--- src/rtl/cnn_cmd_master.sv ---
`default_nettype none
// ============================================================================
// Module   : cnn_cmd_master
// Purpose  : Initiator for the CNN command/stream protocol: frames operand
//            bursts to the accelerator and returns its result stream.
// Options  : CNN_MASTER_RSP_SUM_EN adds the rsp_sum output.
// Revision : 1.0 - initial release
// ============================================================================
module cnn_cmd_master #(
    parameter int TIMEOUT = 4096,
    parameter int GAP     = 1
) (
    input  logic        clk,
    input  logic        rst,
    input  logic        cmd_valid,
    output logic        cmd_ready,
    input  logic [2:0]  cmd_op,
    input  logic [1:0]  cmd_size,
    input  logic        src_valid,
    output logic        src_ready,
    input  logic [31:0] src_data,
    output logic        cnn_setup_en,
    output logic        cnn_in_valid,
    output logic [1:0]  cnn_action,
    output logic [1:0]  cnn_size,
    output logic [31:0] cnn_in_data,
    input  logic        cnn_out_valid,
    input  logic [31:0] cnn_out_data,
    output logic        rsp_valid,
    output logic [31:0] rsp_data,
    output logic        rsp_last,
`ifdef CNN_MASTER_RSP_SUM_EN
    output logic [31:0] rsp_sum,
`endif
    output logic        err,
    output logic [2:0]  err_code
);

    localparam logic [2:0] c_st_idle  = 3'd0;
    localparam logic [2:0] c_st_arm   = 3'd1;
    localparam logic [2:0] c_st_issue = 3'd2;
    localparam logic [2:0] c_st_wait  = 3'd3;
    localparam logic [2:0] c_st_drain = 3'd4;
    localparam logic [2:0] c_st_gap   = 3'd5;

    localparam logic [2:0] c_op_setup = 3'd0;
    localparam logic [2:0] c_op_conv  = 3'd1;
    localparam logic [2:0] c_op_relu  = 3'd2;
    localparam logic [2:0] c_op_pool  = 3'd3;
    localparam logic [2:0] c_op_full  = 3'd4;

    localparam logic [2:0] c_err_none    = 3'd0;
    localparam logic [2:0] c_err_op      = 3'd1;
    localparam logic [2:0] c_err_nosetup = 3'd2;
    localparam logic [2:0] c_err_pool    = 3'd3;
    localparam logic [2:0] c_err_under   = 3'd4;
    localparam logic [2:0] c_err_tmo     = 3'd5;
    localparam logic [2:0] c_err_extra   = 3'd6;

    localparam int               c_tmo_w    = $clog2(TIMEOUT + 1);
    localparam int               c_gap_w    = $clog2(GAP + 2);
    localparam logic [c_tmo_w-1:0] c_tmo_last = c_tmo_w'(TIMEOUT - 1);
    localparam logic [c_gap_w-1:0] c_gap_last = c_gap_w'(GAP - 1);
    localparam logic [2:0]       c_after_drain = (GAP == 0) ? c_st_idle : c_st_gap;

    // Element count N*N for a size code (0=16 .. 3=2).
    function automatic logic [8:0] sq(input logic [1:0] code);
        sq = 9'd256 >> {code, 1'b0};
    endfunction

    logic [2:0]         r_state;
    logic               r_cmd_ready;
    logic [2:0]         r_op;
    logic [1:0]         r_size;
    logic [1:0]         r_dim;
    logic               r_dim_ok;
    logic               r_first;
    logic [8:0]         r_cnt;
    logic [8:0]         r_burst_len;
    logic [8:0]         r_rsp_len;
    logic [c_tmo_w-1:0] r_tmo_cnt;
    logic [c_gap_w-1:0] r_gap_cnt;

    logic [2:0] w_state_nxt;
    logic       w_accept, w_cmd_go, w_issue_hs, w_underrun, w_burst_done;
    logic       w_rsp_take, w_rsp_last, w_timeout, w_extra;
    logic [2:0] w_cmd_code;
    logic [1:0] w_post_dim, w_action;
    logic [8:0] w_burst_len, w_rsp_len;

    always_comb begin
        w_accept     = cmd_valid && r_cmd_ready;
        w_issue_hs   = (r_state == c_st_issue) && src_valid;
        w_underrun   = (r_state == c_st_issue) && !src_valid;
        w_burst_done = w_issue_hs && ((r_cnt + 9'd1) == r_burst_len);
        w_rsp_take   = ((r_state == c_st_wait) || (r_state == c_st_drain)) && cnn_out_valid;
        w_rsp_last   = w_rsp_take && ((r_cnt + 9'd1) == r_rsp_len);
        w_timeout    = (r_state == c_st_wait) && !cnn_out_valid && (r_tmo_cnt == c_tmo_last);
        w_extra      = cnn_out_valid && ((r_state == c_st_idle) || (r_state == c_st_arm) ||
                                         (r_state == c_st_gap));

        w_cmd_code = c_err_none;
        if (cmd_op > c_op_full)
            w_cmd_code = c_err_op;
        else if (!r_dim_ok && (cmd_op != c_op_setup))
            w_cmd_code = c_err_nosetup;
        else if ((cmd_op == c_op_pool) && (r_dim == 2'd3))
            w_cmd_code = c_err_pool;
        w_cmd_go = w_accept && (w_cmd_code == c_err_none);

        // Response length uses the dimension in effect once the op completes.
        w_post_dim  = r_dim;
        w_burst_len = 9'd1;
        case (cmd_op)
            c_op_setup: begin
                w_post_dim  = cmd_size;
                w_burst_len = sq(cmd_size);
            end
            c_op_conv: w_burst_len = 9'd9;
            c_op_pool: w_post_dim  = r_dim + 2'd1;
            c_op_full: w_burst_len = sq(r_dim);
            default:   ;
        endcase
        w_rsp_len = sq(w_post_dim);

        case (r_op)
            c_op_relu: w_action = 2'd1;
            c_op_pool: w_action = 2'd2;
            c_op_full: w_action = 2'd3;
            default:   w_action = 2'd0;
        endcase

        w_state_nxt = r_state;
        case (r_state)
            c_st_idle:  if (w_cmd_go) w_state_nxt = c_st_arm;
            c_st_arm:   if (src_valid) w_state_nxt = c_st_issue;
            c_st_issue: if (w_burst_done) w_state_nxt = c_st_wait;
            c_st_wait: begin
                if (w_rsp_last)      w_state_nxt = c_after_drain;
                else if (w_rsp_take) w_state_nxt = c_st_drain;
                else if (w_timeout)  w_state_nxt = c_st_idle;
            end
            c_st_drain: if (w_rsp_last) w_state_nxt = c_after_drain;
            c_st_gap:   if (r_gap_cnt == c_gap_last) w_state_nxt = c_st_idle;
            default:    w_state_nxt = c_st_idle;
        endcase
    end

    always_ff @(posedge clk or posedge rst) begin
        if (rst) begin
            r_state     <= c_st_idle;
            r_cmd_ready <= 1'b0;
            r_op        <= 3'd0;
            r_size      <= 2'd0;
            r_dim       <= 2'd0;
            r_dim_ok    <= 1'b0;
            r_first     <= 1'b0;
            r_cnt       <= 9'd0;
            r_burst_len <= 9'd0;
            r_rsp_len   <= 9'd0;
            r_tmo_cnt   <= '0;
            r_gap_cnt   <= '0;
        end else begin
            r_state     <= w_state_nxt;
            r_cmd_ready <= (w_state_nxt == c_st_idle);
            r_tmo_cnt   <= (r_state == c_st_wait) ? r_tmo_cnt + 1'b1 : '0;
            r_gap_cnt   <= (r_state == c_st_gap)  ? r_gap_cnt + 1'b1 : '0;
            if (w_cmd_go) begin
                r_op        <= cmd_op;
                r_size      <= cmd_size;
                r_first     <= 1'b1;
                r_cnt       <= 9'd0;
                r_burst_len <= w_burst_len;
                r_rsp_len   <= w_rsp_len;
                if (cmd_op == c_op_setup) begin
                    r_dim    <= cmd_size;
                    r_dim_ok <= 1'b1;
                end
            end else if (w_burst_done) begin
                r_cnt   <= 9'd0;
                r_first <= 1'b0;
            end else if (w_issue_hs || w_rsp_take) begin
                r_cnt   <= r_cnt + 9'd1;
                r_first <= 1'b0;
            end
            if (w_rsp_last && (r_op == c_op_pool))
                r_dim <= r_dim + 2'd1;
        end
    end

    always_ff @(posedge clk or posedge rst) begin
        if (rst) begin
            cnn_setup_en <= 1'b0;
            cnn_in_valid <= 1'b0;
            cnn_action   <= 2'd0;
            cnn_size     <= 2'd0;
            cnn_in_data  <= 32'd0;
        end else if (w_issue_hs) begin
            cnn_setup_en <= (r_op == c_op_setup);
            cnn_in_valid <= (r_op != c_op_setup);
            cnn_action   <= r_first ? w_action : 2'd0;
            cnn_size     <= (r_first && (r_op == c_op_setup)) ? r_size : 2'd0;
            cnn_in_data  <= src_data;
        end else begin
            cnn_setup_en <= 1'b0;
            cnn_in_valid <= 1'b0;
            cnn_action   <= 2'd0;
            cnn_size     <= 2'd0;
        end
    end

    always_ff @(posedge clk or posedge rst) begin
        if (rst) begin
            rsp_valid <= 1'b0;
            rsp_data  <= 32'd0;
            rsp_last  <= 1'b0;
            err       <= 1'b0;
            err_code  <= c_err_none;
        end else begin
            rsp_valid <= w_rsp_take;
            rsp_last  <= w_rsp_last;
            if (w_rsp_take)
                rsp_data <= cnn_out_data;
            // err_code reports the most recent fault; err stays set until reset.
            if (w_accept && (w_cmd_code != c_err_none)) begin
                err      <= 1'b1;
                err_code <= w_cmd_code;
            end else if (w_underrun) begin
                err      <= 1'b1;
                err_code <= c_err_under;
            end else if (w_timeout) begin
                err      <= 1'b1;
                err_code <= c_err_tmo;
            end else if (w_extra) begin
                err      <= 1'b1;
                err_code <= c_err_extra;
            end
        end
    end

    assign cmd_ready = r_cmd_ready;
    assign src_ready = (r_state == c_st_issue);

`ifdef CNN_MASTER_RSP_SUM_EN
    always_ff @(posedge clk or posedge rst) begin
        if (rst)
            rsp_sum <= 32'd0;
        else if (w_accept)
            rsp_sum <= 32'd0;
        else if (w_rsp_take)
            rsp_sum <= rsp_sum + cnn_out_data;
    end
`endif

endmodule
`default_nettype wire

--- config.mk ---
export PLATFORM = sky130hd
export DESIGN_NAME = cnn_cmd_master
export DESIGN_NICKNAME = d
export VERILOG_FILES = /design/src/rtl/cnn_cmd_master.sv
export SDC_FILE = /design/constraint.sdc
export NUM_CORES = 1
export LEC_CHECK = 0
export ABC_AREA = 0
export CAP_MARGIN = 5
export CORE_MARGIN = 2
export CORE_UTILIZATION = 40
export DETAILED_ROUTE_END_ITERATION = 8
export HOLD_SLACK_MARGIN = 0.02
export PLACE_DENSITY = 0.79
export SYNTH_ARGS = -nofsm -noshare
export SYNTH_HDL_FRONTEND = slang
export SYNTH_SLANG_ARGS = --single-unit
export TNS_END_PERCENT = 1
--- constraint.sdc ---
create_clock -name clk -period 4.9 [get_ports clk]
set_clock_uncertainty 0.1 [all_clocks]
set_input_delay 0.98 -clock clk [delete_from_list [all_inputs] [get_ports clk]]
set_output_delay 0.98 -clock clk [all_outputs]
set_load 0.03 [all_outputs]
==> impl_metrics.json, run 1 <==
{
  "run_status": "finished clean",
  "place_worst_setup_slack_ns": 1.57,
  "post-cts-setup-buffer-count": 0,
  "synthTopCellsByArea": "sky130_fd_sc_hd__dfrtp_1 (55%), sky130_fd_sc_hd__nand2_1 (17%), sky130_fd_sc_hd__xnor2_1 (2.3%)",
  "capturing_element_type_of_the_critical_path": "output pin",
  "place.port_buffers": 151,
  "fill_cells": 1188,
  "final_report_hold_violation_count": 0,
  "n_antenna_cell": 0,
  "holdBufCountCts": 0,
  "final_min_period_ns": 3.08,
  "antenna_found_initial": 0,
  "worst_setup_path_endpoint": "src_ready",
  "worst-slew-pin-transition_ns": 0.923,
  "fin_total_pwr_mw": 3.87,
  "grt_most_used_layer": "met2",
  "grt_max_degree": 77,
  "worst_path_max_delay_cell": "sky130_fd_sc_hd__clkdlybuf4s50_1",
  "mostFrequentLayoutCells": "sky130_fd_sc_hd__nand2_1 (252), sky130_fd_sc_hd__clkdlybuf4s50_1 (151), sky130_fd_sc_hd__dfrtp_1 (123)",
  "critical_path.max_fanout": 11,
  "global_route.usage.met2_pct": 29.0,
  "core_mm2": 0.0138,
  "met3_routing_resource_usage_after_global_routing_pct": 7.25,
  "top_ff_cell_synth": "sky130_fd_sc_hd__dfrtp_1",
  "clock_tree.root_cell": "sky130_fd_sc_hd__clkbuf_16",
  "worst_skew_pair.late_latency_ns": 0.41,
  "grtUsageTotal_pct": 19.6,
  "crit_start": "r_state[0]$_DFF_PP0_",
  "crit_path_cell_trace": "nor3b_2 > clkdlybuf4s50_1",
  "cts.sink_count": 123,
  "dp_hpwl_mm": 9.43,
  "ir_worst_vdd_mv": 0.345,
  "cp_data_required_time_ns": 3.82,
  "final_nets": 843,
  "crit_path_start_kind": "flip-flop",
  "rr_worst_depth": 7,
  "multi_input_comb_area_mm2": 0.00236,
  "use_met1_pct": 26.2,
  "critical_path_buf_inv_count": 1,
  "max-clock-path-buffers": 2,
  "regToRegEndpoint": "r_state[0]$_DFF_PP0_",
  "vias_per_cell": 4.94,
  "cp_top_family": "buffers and inverters",
  "dpl-instance-area_mm2": 0.00728,
  "drc_errors": 0,
  "yosysWarningCount": 0,
  "floorplan.initialDensity_pct": 40.7,
  "p_leak_nw": 3.64,
  "num_vias": 4727,
  "timing.final.setup_violations": 0,
  "post_route_cells_drive_above_1_share_pct": 7.08,
  "hp-class": "reg2reg",
  "cts.clk_slew.worst_paths_ns": 0.05,
  "die_height_um": 123,
  "drt_wirelength_mm": 13.7,
  "synth-async-reset-ratio_pct": 100,
  "r2r_start": "r_cnt[0]$_DFFE_PP0P_",
  "synth_enable_flop_cells": 0,
  "drt_pass1_iterations": 5,
  "max_slew_margin_pct": 38.5,
  "tritoncts.num_buffers": 17,
  "critical_path_arrival_ns": 2.00,
  "globalRouteOverflowTotal": 0,
  "finalCoreUtilization_pct": 56.8,
  "period_share_pct": 62.9,
  "max_stage_delay_ns": 0.74,
  "synth-seq-area-share_pct": 54.7,
  "top_level_ports": 152,
  "critical_path_class": "reg2out",
  "reg2reg_setup_slack_ns": 2.07,
  "layout_commonest_cell": "sky130_fd_sc_hd__nand2_1",
  "maxSlewViolCount": 0,
  "synth_top_area_share_pct": 54.7,
  "syn-instance-count": 620,
  "post-route-cell-area_mm2": 0.00786,
  "synthDistinctLibCells": 62,
  "final.setup.worst_slack_ns": 1.82,
  "total_nets_after_synthesis": 699,
  "ff_latch_area_mm2": 0.00308,
  "achievable-frequency_mhz": 324,
  "setup_tns_ns": 0,
  "via_count_of_the_first_global_routing_pass": 4662,
  "areaGrowthSynthToFinish_pct": 39.6,
  "ys_ff_latch": 123,
  "synthesized_area_mm2": 0.00563,
  "path_depth": 2,
  "postCtsResizedCells": 0,
  "ant_nets": 0,
  "rows": 43,
  "post-synth-top-area-cell": "sky130_fd_sc_hd__dfrtp_1",
  "detailed_route_wire_length_per_cell_um": 14.3,
  "gp_congestion": 0.899,
  "tritoncts": "yes",
  "grt_pass1_wl_mm": 22.9,
  "floorplan.die_area_mm2": 0.0150,
  "max-cap-violations": 0,
  "cts_max_level": 4,
  "floorplan.die.width_um": 123,
  "synth_area_per_inst_um2": 9.08,
  "power_per_cell_area_mw_per_mm2": 492,
  "iteration_0_drc_count_of_the_detailed_router": 339,
  "rsz0062_at_grt": "false"
}
-- cells by family (layout without fill, tap and decap cells) --
group | count (synthesis) | in the layout | synth area share [%]
AND/OR/NAND/NOR | 354 | 354 | 27.9
flip-flops | 123 | 123 | 54.7
AO/OA/AOI/OAI | 64 | 64 | 7.62
buffers and inverters | 43 | 200 | 3.38
XOR/XNOR | 23 | 23 | 3.82
multiplexers | 8 | 8 | 1.51
adder cells (fa/ha/maj) | 5 | 5 | 1.11
-- per-stage QoR --
stage	cells	hold WS, ns
after floorplan	620	0.338
after global placement	925	0.351
after detailed placement	925	0.355
after CTS	957	0.370
after global routing	957	0.384
final	957	0.369
-- metal layers --
metal | part of all wire [%] | wire (µm)
met4 | 1.8 | 248
met2 | 46 | 6350
met5 | 0 | 0
met1 | 45 | 6150
met3 | 6.9 | 939
-- area by class of cell --
| class | count | share of cell area, % |
|---|---|---|
| tap | 180 | 2.87 |
| timing repair buffer | 157 | 20.0 |
| clock inverter | 11 | 1.53 |
| clock buffer | 21 | 5.86 |
| inverter | 11 | 0.557 |
| multi-input combinational | 454 | 30.1 |
| sequential | 123 | 39.2 |
-- Yosys cell counts, types with 3 or more instances --
master                     number
sky130_fd_sc_hd__o31ai_1        4
sky130_fd_sc_hd__nor2b_1        5
sky130_fd_sc_hd__nor3_1         7
sky130_fd_sc_hd__nor2_1        23
sky130_fd_sc_hd__nand3_1       14
sky130_fd_sc_hd__or2_2          3
sky130_fd_sc_hd__a31oi_1        3
sky130_fd_sc_hd__clkbuf_1      21
sky130_fd_sc_hd__mux2_2         3
sky130_fd_sc_hd__or3_1          8
sky130_fd_sc_hd__dfrtp_1      123
sky130_fd_sc_hd__xor2_1         7
sky130_fd_sc_hd__and3_1         9
sky130_fd_sc_hd__ha_1           5
sky130_fd_sc_hd__o22ai_1        4
sky130_fd_sc_hd__nor3b_1        4
sky130_fd_sc_hd__a21oi_1       14
sky130_fd_sc_hd__and4_1         3
sky130_fd_sc_hd__buf_2          8
sky130_fd_sc_hd__nand2b_1       3
sky130_fd_sc_hd__mux2i_1        4
sky130_fd_sc_hd__a22o_1         3
sky130_fd_sc_hd__o21ai_0       16
sky130_fd_sc_hd__inv_1         10
sky130_fd_sc_hd__nand2_1      252
sky130_fd_sc_hd__xnor2_1       15
sky130_fd_sc_hd__and2_1         3
-- power breakdown --
group          total [mW]  switching [mW]  internal, mW  leakage, nW
combinational        1.22           0.682         0.533         1.79
clock                1.22           0.448         0.771        0.267
sequential           1.43           0.188          1.24         1.58
total                3.87            1.32          2.55         3.64
-- worst min path at each step --
stage | startpoint | cells after the start | to | slack (ns)
3_5_place_dp | r_size[0]$_DFFE_PP0P_ | 2 | r_size[0]$_DFFE_PP0P_ | 0.36
6_report | err$_DFFE_PP0P_ | 1 | err$_DFFE_PP0P_ | 0.37
4_1_cts | r_size[0]$_DFFE_PP0P_ | 2 | r_size[0]$_DFFE_PP0P_ | 0.37
2_1_floorplan | r_size[0]$_DFFE_PP0P_ | 2 | r_size[0]$_DFFE_PP0P_ | 0.34
5_1_grt | err$_DFFE_PP0P_ | 1 | err$_DFFE_PP0P_ | 0.38
3_3_place_gp | r_size[0]$_DFFE_PP0P_ | 2 | r_size[0]$_DFFE_PP0P_ | 0.35
-- sequential cells by signal, indices dropped and copies added, names as in the netlist, 2 cells and up --
| register | flops |
|---|---|
| r_op | 3 |
| r_burst_len | 6 |
| cnn_in_data | 32 |
| r_state | 3 |
| r_size | 2 |
| cnn_size | 2 |
| cnn_action | 2 |
| r_gap_cnt | 2 |
| r_tmo_cnt | 13 |
| rsp_data | 32 |
| r_cnt | 9 |
| r_rsp_len | 4 |
| r_dim | 2 |
| err_code | 3 |
Power figures use the tool's default switching activity.
==> run 2: changes to the inputs <==
--- a/config.mk
+++ b/config.mk
@@ -11,7 +11,7 @@
 export CORE_UTILIZATION = 40
 export DETAILED_ROUTE_END_ITERATION = 8
 export HOLD_SLACK_MARGIN = 0.02
-export PLACE_DENSITY = 0.79
+export PLACE_DENSITY = 0.82
 export SYNTH_ARGS = -nofsm -noshare
 export SYNTH_HDL_FRONTEND = slang
 export SYNTH_SLANG_ARGS = --single-unit
==> constraint.sdc (replaced) <==
create_clock -name clk -period 2.7 [get_ports clk]
set_clock_uncertainty 0.1 [all_clocks]
set_input_delay 0.54 -clock clk [delete_from_list [all_inputs] [get_ports clk]]
set_output_delay 0.54 -clock clk [all_outputs]
set_load 0.03 [all_outputs]
==> run 2 against run 1 <==
Net effect:
- critical path depth up 5
- setup slack worse by 1.5 ns
- wire length up 3.2%
- cell area up 1.3%
- utilization up 0.72 points
- register-to-register slack worse by 1.8 ns
- cell count up 0.73%
- die area unchanged
==> impl_metrics.json, run 2 (synthesis results as in run 1) <==
{
  "drt_pass1_iterations": 4,
  "areaGrowthSynthToFinish_pct": 41.3,
  "postCtsResizedCells": 0,
  "tritoncts": "yes",
  "post-route-cell-area_mm2": 0.00796,
  "cts.clk_slew.worst_paths_ns": 0.06,
  "n_antenna_cell": 0,
  "holdBufCountCts": 0,
  "grt_max_degree": 124,
  "ir_worst_vdd_mv": 0.617,
  "core_mm2": 0.0138,
  "achievable-frequency_mhz": 416,
  "vias_per_cell": 4.96,
  "detailed_route_wire_length_per_cell_um": 14.7,
  "maxSlewViolCount": 0,
  "ant_nets": 0,
  "final_min_period_ns": 2.40,
  "dpl-instance-area_mm2": 0.00736,
  "layout_commonest_cell": "sky130_fd_sc_hd__nand2_1",
  "place.port_buffers": 151,
  "worst_skew_pair.late_latency_ns": 0.42,
  "reg2reg_setup_slack_ns": 0.30,
  "floorplan.initialDensity_pct": 40.7,
  "hp-class": "reg2reg",
  "cp_data_required_time_ns": 2.90,
  "final.setup.worst_slack_ns": 0.296,
  "post-cts-setup-buffer-count": 0,
  "grt_pass1_wl_mm": 22.3,
  "num_vias": 4784,
  "critical_path_class": "reg2reg",
  "post_route_cells_drive_above_1_share_pct": 8.04,
  "rows": 43,
  "final_nets": 850,
  "p_leak_nw": 3.69,
  "clock_tree.root_cell": "sky130_fd_sc_hd__clkbuf_16",
  "number_of_instances_in_the_placed_design": 932,
  "globalRouteOverflowTotal": 0,
  "period_share_pct": 89.0,
  "worst-slew-pin-transition_ns": 0.645,
  "reg.largest.list": "cnn_in_data x32, rsp_data x32, r_tmo_cnt x13",
  "floorplan.die_area_mm2": 0.0150,
  "critical_path_arrival_ns": 2.60,
  "power_per_cell_area_mw_per_mm2": 896,
  "grtUsageTotal_pct": 19.5,
  "top_level_ports": 152,
  "floorplan.die.width_um": 123,
  "max-cap-violations": 0,
  "iteration_0_drc_count_of_the_detailed_router": 376,
  "dp_hpwl_mm": 9.48,
  "antenna_found_initial": 0,
  "critical_path.max_fanout": 7,
  "cts.sink_count": 123,
  "post_layout_nonfiller_instances": 964,
  "tritoncts.num_buffers": 17,
  "run_status": "finished clean",
  "final_report_hold_violation_count": 0,
  "mostFrequentLayoutCells": "sky130_fd_sc_hd__nand2_1 (252), sky130_fd_sc_hd__clkdlybuf4s50_1 (150), sky130_fd_sc_hd__dfrtp_1 (123)",
  "timing.final.setup_violations": 0,
  "rsz0062_at_grt": "false",
  "drc_errors": 0,
  "max_slew_margin_pct": 56.7,
  "capturing_element_type_of_the_critical_path": "flip-flop",
  "via_count_of_the_first_global_routing_pass": 4524,
  "crit_path_start_kind": "flip-flop",
  "die_height_um": 123,
  "drt_wirelength_mm": 14.1,
  "cts_max_level": 4,
  "gp_congestion": 0.878,
  "setup_tns_ns": 0,
  "place_worst_setup_slack_ns": 0.223,
  "max-clock-path-buffers": 2
}
## run 2: power by group
part	internal, mW	total [mW]	switching [mW]
Clock	1.45	2.32	0.869
Combinational	0.976	2.21	1.24
Sequential	2.26	2.60	0.345
Total	4.68	7.14	2.45
## run 2: area by class of cell
| class | count | area, µm² |
|---|---|---|
| multi-input cells | 454 | 2360 |
| flip-flops and latches | 123 | 3080 |
| clock buffers | 18 | 429 |
| repair buffers | 164 | 1650 |
| inverters | 11 | 45.0 |
| clock inverters | 14 | 170 |
| well taps | 180 | 225 |
| fillers | 1140 | 5870 |
## run 2: final timing paths
path	cells after the start	from	end
max in group asynchronous	3	rst	r_tmo_cnt[3]$_DFF_PP0_
setup / recovery	7	r_cnt[0]$_DFFE_PP0P_	r_state[0]$_DFF_PP0_
hold / removal	2	rsp_data[20]$_DFFE_PP0P_	rsp_data[20]$_DFFE_PP0P_
hold reg to reg	2	rsp_data[20]$_DFFE_PP0P_	rsp_data[20]$_DFFE_PP0P_
setup reg to reg	7	r_cnt[0]$_DFFE_PP0P_	r_state[0]$_DFF_PP0_
min in group asynchronous	3	rst	cnn_in_data[20]$_DFFE_PP0P_
## run 2: critical path, cell delays in order (launching register included)
cell	delay, ns
sky130_fd_sc_hd__dfrtp_1	0.46
sky130_fd_sc_hd__ha_1	0.22
sky130_fd_sc_hd__and4_1	0.28
sky130_fd_sc_hd__xnor2_1	0.16
sky130_fd_sc_hd__o32ai_1	0.11
sky130_fd_sc_hd__o2111ai_2	0.36
sky130_fd_sc_hd__o21ai_0	0.23
sky130_fd_sc_hd__or3_1	0.36
## run 2: per-stage QoR
step	total power, mW	util (%)	hold WS [ns]
6_report	7.14	57.6	0.372
5_1_grt	7.49	57.6	0.387
4_1_cts	7.18	57.6	0.375
3_5_place_dp	4.83	53.2	0.362
3_3_place_gp	4.79	53.2	0.357
2_1_floorplan	3.92	-	0.338
## run 2: routing by layer
metal  track usage, %  share of wire [%]  vias to the layer above
met1             25.1                 44                     2268
met5                0                  0                        -
met3             7.99                7.8                       22
met2             28.7                 46                      155
met4             8.84                2.2                        0
li1                 -                  -                     2339
